[src/rtl/sample_playback_engine.sv]
// sample_playback_engine
// Divides clk_in by freq_count into a sample tick, fetches 32-bit words from flash over a
// waitrequest/readdatavalid read port and plays each word out as four signed 8-bit samples,
// forwards or backwards, with pause, restart and wrap-around inside the sample region.
module sample_playback_engine #(
  parameter int                N          = 32,
  parameter int                ADDR_W     = 23,
  parameter logic [ADDR_W-1:0] START_ADDR = 23'h0,
  parameter logic [ADDR_W-1:0] END_ADDR   = 23'h7FFFF
) (
  input  logic              clk_in,
  input  logic              reset,
  input  logic [N-1:0]      freq_count,
  input  logic              play_en,
  input  logic              reverse,
  input  logic              restart,
  output logic              mem_read,
  output logic [ADDR_W-1:0] mem_addr,
  input  logic              mem_waitrequest,
  input  logic              mem_readdatavalid,
  input  logic [31:0]       mem_readdata,
  output logic [7:0]        audio_out,
  output logic              sample_strobe,
  output logic              underrun
);

  localparam logic [N-1:0]      CNT_ONE  = {{(N-1){1'b0}}, 1'b1};
  localparam logic [ADDR_W-1:0] ADDR_ONE = {{(ADDR_W-1){1'b0}}, 1'b1};

  typedef enum logic [1:0] {
    IDLE  = 2'd0,
    REQ   = 2'd1,
    WAIT  = 2'd2,
    READY = 2'd3
  } state_t;

  state_t            state_q, state_d;
  logic [N-1:0]      cnt_q, cnt_d;
  logic [ADDR_W-1:0] addr_q, addr_d;
  logic              mem_read_q, mem_read_d;
  logic [ADDR_W-1:0] mem_addr_q, mem_addr_d;
  logic [7:0]        audio_q, audio_d;
  logic              strobe_q, strobe_d;
  logic              underrun_q, underrun_d;
  logic              restart_pend_q, restart_pend_d;
  logic [31:0]       word_q, word_d;
  logic              dir_q, dir_d;
  logic [1:0]        byte_idx_q, byte_idx_d;

  logic [N-1:0]      freq_eff;
  logic              tick;
  logic [ADDR_W-1:0] next_addr;
  logic [ADDR_W-1:0] restart_addr;
  logic [7:0]        cur_byte;
  logic              last_byte;
  logic              apply_restart;

  // Sample-period tick: a zero period behaves like one, and >= lets a shrinking period fire at once
  always_comb begin
    freq_eff = (freq_count == '0) ? CNT_ONE : freq_count;
    tick     = play_en && (cnt_q >= (freq_eff - CNT_ONE));
  end

  // Address stepping with wrap at both ends of the region, and the restart landing point
  always_comb begin
    if (reverse) begin
      next_addr = (addr_q == START_ADDR) ? END_ADDR : (addr_q - ADDR_ONE);
    end else begin
      next_addr = (addr_q == END_ADDR) ? START_ADDR : (addr_q + ADDR_ONE);
    end
    restart_addr = reverse ? END_ADDR : START_ADDR;
  end

  // Byte currently due from the buffered word and whether it is the last one in captured order
  always_comb begin
    case (byte_idx_q)
      2'd0:    cur_byte = word_q[7:0];
      2'd1:    cur_byte = word_q[15:8];
      2'd2:    cur_byte = word_q[23:16];
      default: cur_byte = word_q[31:24];
    endcase
    last_byte = dir_q ? (byte_idx_q == 2'd0) : (byte_idx_q == 2'd3);
  end

  // Next-state logic for the fetch/playback FSM, tick counter and registered outputs
  always_comb begin
    state_d        = state_q;
    cnt_d          = cnt_q;
    addr_d         = addr_q;
    mem_read_d     = mem_read_q;
    mem_addr_d     = mem_addr_q;
    audio_d        = audio_q;
    strobe_d       = 1'b0;
    underrun_d     = 1'b0;
    restart_pend_d = restart_pend_q;
    word_d         = word_q;
    dir_d          = dir_q;
    byte_idx_d     = byte_idx_q;
    apply_restart  = 1'b0;

    if (play_en) begin
      cnt_d = tick ? '0 : (cnt_q + CNT_ONE);
    end

    case (state_q)
      IDLE: begin
        if (restart) begin
          apply_restart = 1'b1;
        end else begin
          underrun_d = tick;
          if (play_en) begin
            state_d    = REQ;
            mem_read_d = 1'b1;
            mem_addr_d = addr_q;
          end
        end
      end

      REQ: begin
        underrun_d = tick;
        if (restart) begin
          restart_pend_d = 1'b1;
        end
        if (!mem_waitrequest) begin
          state_d    = WAIT;
          mem_read_d = 1'b0;
        end
      end

      WAIT: begin
        underrun_d = tick;
        if (mem_readdatavalid) begin
          if (restart_pend_q || restart) begin
            apply_restart = 1'b1;
          end else begin
            word_d     = mem_readdata;
            dir_d      = reverse;
            byte_idx_d = reverse ? 2'd3 : 2'd0;
            addr_d     = next_addr;
            state_d    = READY;
          end
        end else if (restart) begin
          restart_pend_d = 1'b1;
        end
      end

      READY: begin
        if (restart) begin
          apply_restart = 1'b1;
        end else if (tick) begin
          audio_d  = cur_byte;
          strobe_d = 1'b1;
          if (last_byte) begin
            if (play_en) begin
              state_d    = REQ;
              mem_read_d = 1'b1;
              mem_addr_d = addr_q;
            end else begin
              state_d = IDLE;
            end
          end else begin
            byte_idx_d = dir_q ? (byte_idx_q - 2'd1) : (byte_idx_q + 2'd1);
          end
        end
      end

      default: begin
        state_d = IDLE;
      end
    endcase

    if (apply_restart) begin
      state_d        = IDLE;
      addr_d         = restart_addr;
      cnt_d          = '0;
      mem_read_d     = 1'b0;
      restart_pend_d = 1'b0;
    end
  end

  // State and output registers with synchronous reset
  always_ff @(posedge clk_in) begin
    if (reset) begin
      state_q        <= IDLE;
      cnt_q          <= '0;
      addr_q         <= START_ADDR;
      mem_read_q     <= 1'b0;
      mem_addr_q     <= START_ADDR;
      audio_q        <= 8'h00;
      strobe_q       <= 1'b0;
      underrun_q     <= 1'b0;
      restart_pend_q <= 1'b0;
      word_q         <= 32'h0;
      dir_q          <= 1'b0;
      byte_idx_q     <= 2'd0;
    end else begin
      state_q        <= state_d;
      cnt_q          <= cnt_d;
      addr_q         <= addr_d;
      mem_read_q     <= mem_read_d;
      mem_addr_q     <= mem_addr_d;
      audio_q        <= audio_d;
      strobe_q       <= strobe_d;
      underrun_q     <= underrun_d;
      restart_pend_q <= restart_pend_d;
      word_q         <= word_d;
      dir_q          <= dir_d;
      byte_idx_q     <= byte_idx_d;
    end
  end

  assign mem_read      = mem_read_q;
  assign mem_addr      = mem_addr_q;
  assign audio_out     = audio_q;
  assign sample_strobe = strobe_q;
  assign underrun      = underrun_q;

endmodule

[config.mk]
export PLATFORM = sky130hd
export DESIGN_NAME = sample_playback_engine
export DESIGN_NICKNAME = d
export VERILOG_FILES = /design/src/rtl/sample_playback_engine.sv
export SDC_FILE = /design/constraint.sdc
export NUM_CORES = 1
export LEC_CHECK = 0
export BUFFER_PORTS_ARGS = -buffer_cell sky130_fd_sc_hd__clkbuf_2
export CAP_MARGIN = 20
export CORE_MARGIN = 2
export CORE_UTILIZATION = 40
export DETAILED_ROUTE_END_ITERATION = 8
export PLACE_DENSITY = 0.63
export SYNTH_ARGS = -nofsm -noshare
export SYNTH_HDL_FRONTEND = slang
export SYNTH_SLANG_ARGS = --single-unit
[constraint.sdc]
create_clock -name clk_in -period 6.1 [get_ports clk_in]
set_input_delay 0.915 -clock clk_in [delete_from_list [all_inputs] [get_ports clk_in]]
set_output_delay 0.915 -clock clk_in [all_outputs]
set_load 0.03 [all_outputs]
==> metrics <==
HPWL Detailed 13.4 mm; count of mapped cells out of synthesis 989; DRC errors left 0; Critical Path Start Type input port; first-pass GRT wire length around 31 mm; Multi-input gate area ~4800 um2; Min-Delay Path Class flop to flop; Setup CP Type input port to flop; Iter 0 DRT Violations 387; hold buffer count at cts 0; CP peak stage delay approximately 0.60 ns; sequential fraction of the synthesis area 0.332; cell count of the worst hold path 2; top post-synthesis cells by area dfxtp_1 (33%), ha_1 (7.7%), nand2_1 (6.9%); Mapped Avg Cell Area 7.74 um2; peak supply drop 0.000197 V; Clock Pin Slew Worst Setup and Hold Paths around 0.070 ns; Synth area leader dfxtp_1; core area 18800 um2; layout cells sized above 1 0.153; commonest non-fill, non-tap cells in the layout nand2_1 (141), nor2_1 (130), dfxtp_1 (127), clkbuf_2 (103), a21oi_1 (77); unrepaired setup endpoints after global routing false; post-synth top area share 0.332; Ant. Diodes 0; Die Wd 142 um; nets 1180; fin crit share 0.844; Register Area roughly 2500 um2; GP Congestion 0.866; crit-path cells clkbuf_2 -> or4_1 -> nor4_1 -> nand4_1 -> nor2_1 -> nor2_1 -> ha_1 -> inv_1 -> nor3_1 -> and3_1 -> nand2_1 -> nor4_1 -> xnor2_1 -> ha_1 -> nand4_1 -> nor4_1 -> inv_1 -> a21oi_1 -> buf_4 -> nor2_1 -> o21ai_2 -> buf_4 -> nor2_1; Final WS setup 0.951 ns; FF-to-FF Start state_q[0]; initial antenna violation count 0; Yosys reg bits 127; Worst Hold Endpoint word_q[12]; Layout fillers about 1900; via/cell ratio 5.36; Slew Viols, Final 0; gr ovfl total 0; largest net degree at the start of global routing just under 50; DR WL/cell 14.3 um; reg2reg setup slack 3.09 ns; achievable frequency 0.194 GHz; crit-path most repeated cell nor2_1; via count of the first global-routing pass 6303; Num CTS Buffers 17; CTS tree built; clock latency on the worst-skew pair 0.43 ns; Max H-tree Level 4; synthesized cell area 7660 um2; port bufs around 100; row count 50; syn_nets 1107; reg2reg end addr_q[7]; R2R depth 9; vias 7021; Critical Path Slowest Stage Cell or4_1; post-cts sizing count 0; ys flop type dfxtp_1; Fin. Hold Viols 0; max cap viols 0; CP Data Required Time between 6 and 7 ns; Chip Height 142 um; setup TNS 0 ns; Tmin final 5.15 ns; drt total wl 18.7 mm; die area 20300 um2; number of synthesized flops with an enable pin 0; Arr. time, crit path 5.45 ns; Routed Antenna Nets 0; CTS root buf clkbuf_16; Post-CTS Setup Bufs 0; LEAKAGE 0.00358 uW; DR pass1 iterations 5; crit-path max FO 29; post-synthesis async set-or-reset flop share 0; num ports 105; setup slack at placement 0.554 ns; worst slew pin tran 0.984 ns; hold_sp word_q[12]; Clock Tree Buf Depth 2; Worst Skew 0.0110 ns; total power 2210 uW; endpoints failing setup 0; Power Density 249 nW/um2; GR Util All Layers 0.190; YS warnings 0; Starting Density 0.408; most common cell after layout, fill and taps aside nand2_1; slew margin rel. 0.342; Worst Setup End Kind flop; P&R area growth vs syn 16.0%; Clock Sinks ~130; outcome completed; Cell variety after synth between 60 and 70
==> Yosys cell counts, types with 6 or more instances <==
master and number:
nand2_1 141, nor2_1 130, dfxtp_1 127, a21oi_1 77, ha_1 47, clkbuf_1 45
o21ai_0 42, nand3_1 39, xor2_1 39, xnor2_1 37, mux2i_1 32, nor3_1 29
inv_1 27, nor4_1 22, nand4_1 18, and3_1 10, or3_1 10, o211ai_1 9
a222oi_1 8, buf_2 7, or2_2 6
==> layout make-up <==
type	instances	area share
multi-input combinational	775	0.537
timing repair buffer	113	0.0662
sequential	127	0.286
inverter	28	0.0118
tap	234	0.0330
clock buffer	18	0.0494
clock inverter	14	0.0162
==> worst max-delay path, delay by kind of cell <==
kind,cells,cell delay (ns)
xor gates and xnor gates,1,0.13
adders and majority gates,2,0.51
buffers and inverters,5,0.80
AOI/OAI and AO/OA,2,0.28
and+or+nand+nor,13,2.79
==> power by group <==
| group | internal (uW) | switching [uW] | total [uW] | leakage (uW) |
|---|---|---|---|---|
| clock network | 585 | 418 | 1000 | 0.000287 |
| registers | 854 | 42.9 | 897 | 0.00103 |
| logic | 123 | 187 | 309 | 0.00226 |
| total | 1560 | 648 | 2210 | 0.00358 |
==> how the worst max path moves through the flow <==
stage / cells after the start / slack (ns) / from / endpoint
global placement: 23 / 0.57 / freq_count[23] / cnt_q[3]
detailed placement: 23 / 0.55 / freq_count[23] / cnt_q[31]
finish: 23 / 0.95 / freq_count[23] / cnt_q[31]
CTS: 23 / 0.98 / freq_count[23] / cnt_q[6]
floorplan: 22 / 0.95 / freq_count[23] / cnt_q[10]
global route: 23 / 0.52 / freq_count[23] / cnt_q[6]
==> cells by family (layout without fill, tap and decap cells) <==
family          after synthesis  after routing  share of synthesized area
compound gates              179            179                      0.147
xor+xnor                     76             76                     0.0869
fa+ha+maj                    47             47                     0.0768
buf+inv                      87            173                     0.0462
flops                       127            127                      0.332
mux                          33             33                     0.0433
simple gates                440            440                      0.268
==> through the flow <==
stage	cells	util	cell area [um2]	hold slack (ns)
after global placement	1277	0.442	8300	0.444
after global routing	1309	0.473	8880	0.471
final	1309	0.473	8880	0.456
after detailed placement	1277	0.442	8300	0.448
after floorplan	989	-	7660	0.436
after CTS	1309	0.473	8880	0.457
==> registers in the layout, indices dropped and copies added, names as in the netlist <==
signal / flops
sample_strobe: 1
mem_read: 1
audio_out: 8
cnt_q: 32
state_q: 2
dir_q: 1
word_q: 32
byte_idx_q: 2
restart_pend_q: 1
addr_q: 23
underrun: 1
mem_addr: 23
==> metal layers <==
metal / up-vias / part of all wire / GRT usage
li1: 3632 / - / -
met1: 3215 / 0.50 / 0.263
met2: 159 / 0.44 / 0.299
met3: 15 / 0.049 / 0.0417
met4: 0 / 0.011 / 0.0521
met5: - / 0 / 0
(Power assumes the default switching activity.)
